<file path="config.mk">
export PLATFORM = sky130hd
export DESIGN_NAME = debounce_edge
export DESIGN_NICKNAME = d
export VERILOG_FILES = /design/src/rtl/debounce_pkg.sv /design/src/rtl/debounce_timer.sv /design/src/rtl/debounce_edge.sv
export SDC_FILE = /design/constraint.sdc
export NUM_CORES = 1
export LEC_CHECK = 0
export ABC_AREA = 1
export CAP_MARGIN = 20
export CORE_UTILIZATION = 49
export CTS_CLUSTER_SIZE = 20
export DETAILED_ROUTE_END_ITERATION = 8
export GPL_TIMING_DRIVEN = 0
export HOLD_SLACK_MARGIN = 0.08
export PLACE_DENSITY = 0.76
export SYNTH_ARGS = -nofsm -noshare
export SYNTH_HDL_FRONTEND = slang
export SYNTH_SLANG_ARGS = --single-unit
</file>
<file path="constraint.sdc">
create_clock -name clk -period 1.8 [get_ports clk]
set_input_delay 0.36 -clock clk [delete_from_list [all_inputs] [get_ports clk]]
set_output_delay 0.36 -clock clk [all_outputs]
set_load 0.1 [all_outputs]
</file>
<file path="src/rtl/debounce_pkg.sv">
// Shared definitions for input filters: FSM state encoding and default filter sizing.
package debounce_pkg;

  typedef enum logic [1:0] {
    S_LOW   = 2'd0,
    S_CHK_H = 2'd1,
    S_HIGH  = 2'd2,
    S_CHK_L = 2'd3
  } state_t;

  localparam int DEF_STABLE_CYC = 4;
  localparam int DEF_CNT_W      = 8;

  // Timer width for a given stability length; at least one bit.
  function automatic int timer_w(input int stable_cyc);
    return (stable_cyc > 2) ? $clog2(stable_cyc) : 1;
  endfunction

endpackage

</file>
<file path="src/rtl/debounce_timer.sv">
// Stability timer: clear to 0, load to 1, or increment; flags the terminal count.
module debounce_timer
  import debounce_pkg::*;
#(
  parameter int STABLE_CYC = DEF_STABLE_CYC
) (
  input  logic clk,
  input  logic rst_n,
  input  logic clr,
  input  logic load,
  input  logic inc,
  output logic term
);

  localparam int TW = timer_w(STABLE_CYC);
  localparam logic [TW-1:0] TERM_VAL = TW'(STABLE_CYC - 1);

  logic [TW-1:0] count;

  always_ff @(posedge clk or negedge rst_n) begin
    if (!rst_n) begin
      count <= '0;
    end else if (clr) begin
      count <= '0;
    end else if (load) begin
      count <= TW'(1);
    end else if (inc && (count != TERM_VAL)) begin
      count <= count + TW'(1);
    end
  end

  assign term = (count == TERM_VAL);

endmodule

</file>
<file path="src/rtl/debounce_edge.sv">
// Debounces a registered 1-bit input; emits a clean level, rise/fall pulses
// and a wrapping count of accepted rising edges.
module debounce_edge
  import debounce_pkg::*;
#(
  parameter int STABLE_CYC = DEF_STABLE_CYC,
  parameter int CNT_W      = DEF_CNT_W
) (
  input  logic             clk,
  input  logic             rst_n,
  input  logic             d_in,
  input  logic             clr_cnt,
  output logic             level,
  output logic             rise,
  output logic             fall,
  output logic [CNT_W-1:0] edge_cnt
);

  state_t state_q;
  state_t state_d;
  logic   tmr_clr;
  logic   tmr_load;
  logic   tmr_inc;
  logic   tmr_term;
  logic   acc_rise;
  logic   acc_fall;

  debounce_timer #(
    .STABLE_CYC(STABLE_CYC)
  ) u_timer (
    .clk  (clk),
    .rst_n(rst_n),
    .clr  (tmr_clr),
    .load (tmr_load),
    .inc  (tmr_inc),
    .term (tmr_term)
  );

  always_ff @(posedge clk or negedge rst_n) begin
    if (!rst_n) begin
      state_q <= S_LOW;
    end else begin
      state_q <= state_d;
    end
  end

  // A check state that sees the old value again aborts and clears the timer.
  always_comb begin
    state_d  = state_q;
    tmr_clr  = 1'b0;
    tmr_load = 1'b0;
    tmr_inc  = 1'b0;
    acc_rise = 1'b0;
    acc_fall = 1'b0;
    case (state_q)
      S_LOW: begin
        if (d_in) begin
          state_d  = S_CHK_H;
          tmr_load = 1'b1;
        end
      end
      S_CHK_H: begin
        if (!d_in) begin
          state_d = S_LOW;
          tmr_clr = 1'b1;
        end else if (tmr_term) begin
          state_d  = S_HIGH;
          tmr_clr  = 1'b1;
          acc_rise = 1'b1;
        end else begin
          tmr_inc = 1'b1;
        end
      end
      S_HIGH: begin
        if (!d_in) begin
          state_d  = S_CHK_L;
          tmr_load = 1'b1;
        end
      end
      S_CHK_L: begin
        if (d_in) begin
          state_d = S_HIGH;
          tmr_clr = 1'b1;
        end else if (tmr_term) begin
          state_d  = S_LOW;
          tmr_clr  = 1'b1;
          acc_fall = 1'b1;
        end else begin
          tmr_inc = 1'b1;
        end
      end
      default: begin
        state_d = S_LOW;
        tmr_clr = 1'b1;
      end
    endcase
  end

  // Clear takes priority, but a same-edge accepted rise still counts.
  always_ff @(posedge clk or negedge rst_n) begin
    if (!rst_n) begin
      level    <= 1'b0;
      rise     <= 1'b0;
      fall     <= 1'b0;
      edge_cnt <= '0;
    end else begin
      rise <= acc_rise;
      fall <= acc_fall;
      if (acc_rise) begin
        level <= 1'b1;
      end else if (acc_fall) begin
        level <= 1'b0;
      end
      if (clr_cnt) begin
        edge_cnt <= acc_rise ? CNT_W'(1) : '0;
      end else if (acc_rise) begin
        edge_cnt <= edge_cnt + CNT_W'(1);
      end
    end
  end

endmodule
</file>
==> results.json <==
{
  "rsz0062_at_grt": "no",
  "ys_types": 18,
  "cp_slowest_cell": "clkdlybuf4s15_2",
  "antenna_cells": 0,
  "initial_core_util_pct": 55.7,
  "crit_family": "buffers and inverters",
  "wl_um": 1440,
  "drive_gt1_share_pct": 15.8,
  "detail_route.iter0.violations": 13,
  "busiest_layer": "met2",
  "setup_violations": 0,
  "critical_path_class": "flip-flop to output pin",
  "ys_warn_count": 0,
  "grtUsageMet3_pct": 4.35,
  "pre_cts_ws_ps": -106,
  "status": "finished, final reports clean",
  "vias_per_cell": 5.25,
  "io-pin-count": 15,
  "area_growth_pct": 24.2,
  "crit_chain": "clkdlybuf4s15_2",
  "clkPwrFrac_pct": 18.7,
  "overflow": 0,
  "core_area_mm2": 0.00138,
  "critPathMaxFanout": 5,
  "root_buffer": "clkbuf_4",
  "grtUsageMet2_pct": 28.1,
  "cts_buffers": 3,
  "cts_hold_buf": 0,
  "skew_ps": 4.51,
  "synth_top_family_by_area": "simple AND/OR/NAND/NOR gates",
  "die_w_um": 41.6,
  "wl_per_cell_um": 10.7,
  "cts.clk_slew.worst_paths_ps": 90,
  "final_common_cell": "nand2_1",
  "first_pass_iters": 4,
  "placed_cell_area_um2": 928,
  "num_rows": 13,
  "grt_pass1_vias": 591,
  "die_area_mm2": 0.00173,
  "synthMuxAreaShare_pct": 0,
  "reg2reg_slack_ps": 430,
  "max_stage_delay_ps": 580,
  "critPathRequiredTime_ps": 1440,
  "vdd_drop_max_uv": 832,
  "cp.arrival_ps": 1270,
  "p_leak_nw": 0.477,
  "worstSetupEndpointType": "output pin",
  "clock_path_buffers": 2,
  "critPathBufInv": 1,
  "dp_hpwl_um": 1070,
  "die_h_um": 41.6,
  "finalCritPeriodShare_pct": 90.6,
  "relSlewSlack_pct": 54.8,
  "grt_usage_pct": 18.4,
  "synth_cells": 102,
  "hold_slack_ps": 483,
  "grt_first_pass_wirelength_um": 2430,
  "synth_compound_area_share_pct": 6.67,
  "power_density_mw_per_mm2": 1070,
  "numPortBuffers": 14,
  "ant_nets": 0,
  "hold_viol_final": 0,
  "finalCriticalPeriod_ps": 1630,
  "detailroute.via_count": 709,
  "final_util_pct": 69.1,
  "hold_class": "primary input to async pin",
  "ys_seq_area_share_pct": 48.8,
  "synthAdderAreaFrac_pct": 3.25,
  "htree_levels": 1,
  "p_int_mw": 0.585,
  "power_mw": 1.02,
  "clock-sinks": 15,
  "tightestPinTransition_ps": 675,
  "p_switching_mw": 0.435,
  "gp_congestion": 0.821,
  "antenna_found_initial": 0,
  "crit_path_start_kind": "flip-flop",
  "p_sw_share_pct": 42.6,
  "maxCapViolations": 0,
  "syn_nets": 108,
  "layout_setup_ws_ps": 170,
  "synth_simple_gate_area_share_pct": 35.3,
  "slew_violations": 0,
  "drc": 0,
  "grt_max_degree": 16,
  "combPwrFrac_pct": 39.1,
  "final_area_um2": 956,
  "cts_tree": "done",
  "power_frac_seq_pct": 42.1,
  "grt_use_met1_pct": 24.1,
  "nets": 127,
  "ys_ff_latch": 15,
  "insertion_delay_ps": 280,
  "timing.fmax_mhz": 613,
  "final_cell_mix": "nand2_1, nor2_1, dfrtp_1",
  "synth_area_um2": 769,
  "synth-xor-area-share_pct": 0,
  "avgSynthCellArea_um2": 7.54
}
## through the flow
stage	setup TNS [ps]	std cells
2_1_floorplan	0	102
3_3_place_gp	-634	131
3_5_place_dp	-649	131
4_1_cts	0	135
5_1_grt	0	135
6_report	0	135
## cell type report
class                           instances  area (um^2)
Buffer                                  1         5.00
Clock buffer                            4         26.3
Fill cell                             122          427
Inverter                               11         41.3
Multi-Input combinational cell         75          348
Sequential cell                        15          375
Tap cell                               15         18.8
Timing Repair Buffer                   14          141
## synth_stat cells
master / number / area share, %
o21ai_1: 1 / 0.65
and3_1: 1 / 0.81
nor2_4: 1 / 1.5
o21ai_0: 5 / 3.3
inv_2: 1 / 0.49
nor3_1: 1 / 0.65
nor2_1: 18 / 8.8
nand4_1: 2 / 1.6
nand2_2: 2 / 1.6
nand3b_1: 1 / 0.98
dfrtp_1: 15 / 49
nand3_1: 8 / 5.2
ha_1: 2 / 3.3
nand2_1: 29 / 14
buf_2: 1 / 0.65
o22ai_1: 1 / 0.81
a21oi_1: 3 / 2.0
inv_1: 10 / 4.9
## flip-flops by register name, summed over array words and instances, names as in the netlist, named ones only
register,cells
rise,1
level,1
edge_cnt,8
state_q,1
fall,1
u_timer.count,2
## power groups by stage
stage	clock (mW)	sequential, mW	combinational (mW)
detailed placement	0	0.437	0.406
finish	0.191	0.430	0.399
global route	0.214	0.436	0.441
floorplan	0	0.545	0.203
global placement	0	0.435	0.395
CTS	0.199	0.430	0.403
## routing by layer
layer  wire length [um]  vias up  share of wire, %
met4                 29        0               2.0
met3                 68        4               4.7
met5                  0        -                 0
li1                   -      363                 -
met2                644       19                45
met1                699      323                49
## logic make-up (layout without fill, tap and decap cells)
kind of cell,Yosys count,in the layout
buffers and inverters,12,30
AO/OA/AOI/OAI,10,10
flip-flops,15,15
AND/OR/NAND/NOR,63,63
adder cells (fa/ha/maj),2,2
## timing repair
| item | in CTS | in global routing |
|---|---|---|
| gates cloned | 0 | 0 |
| endpoints found under the setup margin | 11 | 2 |
| resized for setup | 31 | 2 |
| setup buffers | 0 | 0 |
## path summary, 6_finish.rpt
kind,from,endpoint,depth (start not counted)
hold reg to reg,u_timer.count[1],u_timer.count[1],2
hold / removal,rst_n,fall,1
setup reg to reg,u_timer.count[0],edge_cnt[7],7
setup / recovery,edge_cnt[6],edge_cnt[6],1
max in group asynchronous,rst_n,edge_cnt[1],1
min in group clk,u_timer.count[1],u_timer.count[1],2
Note: power is estimated with default switching activity, not from simulation.
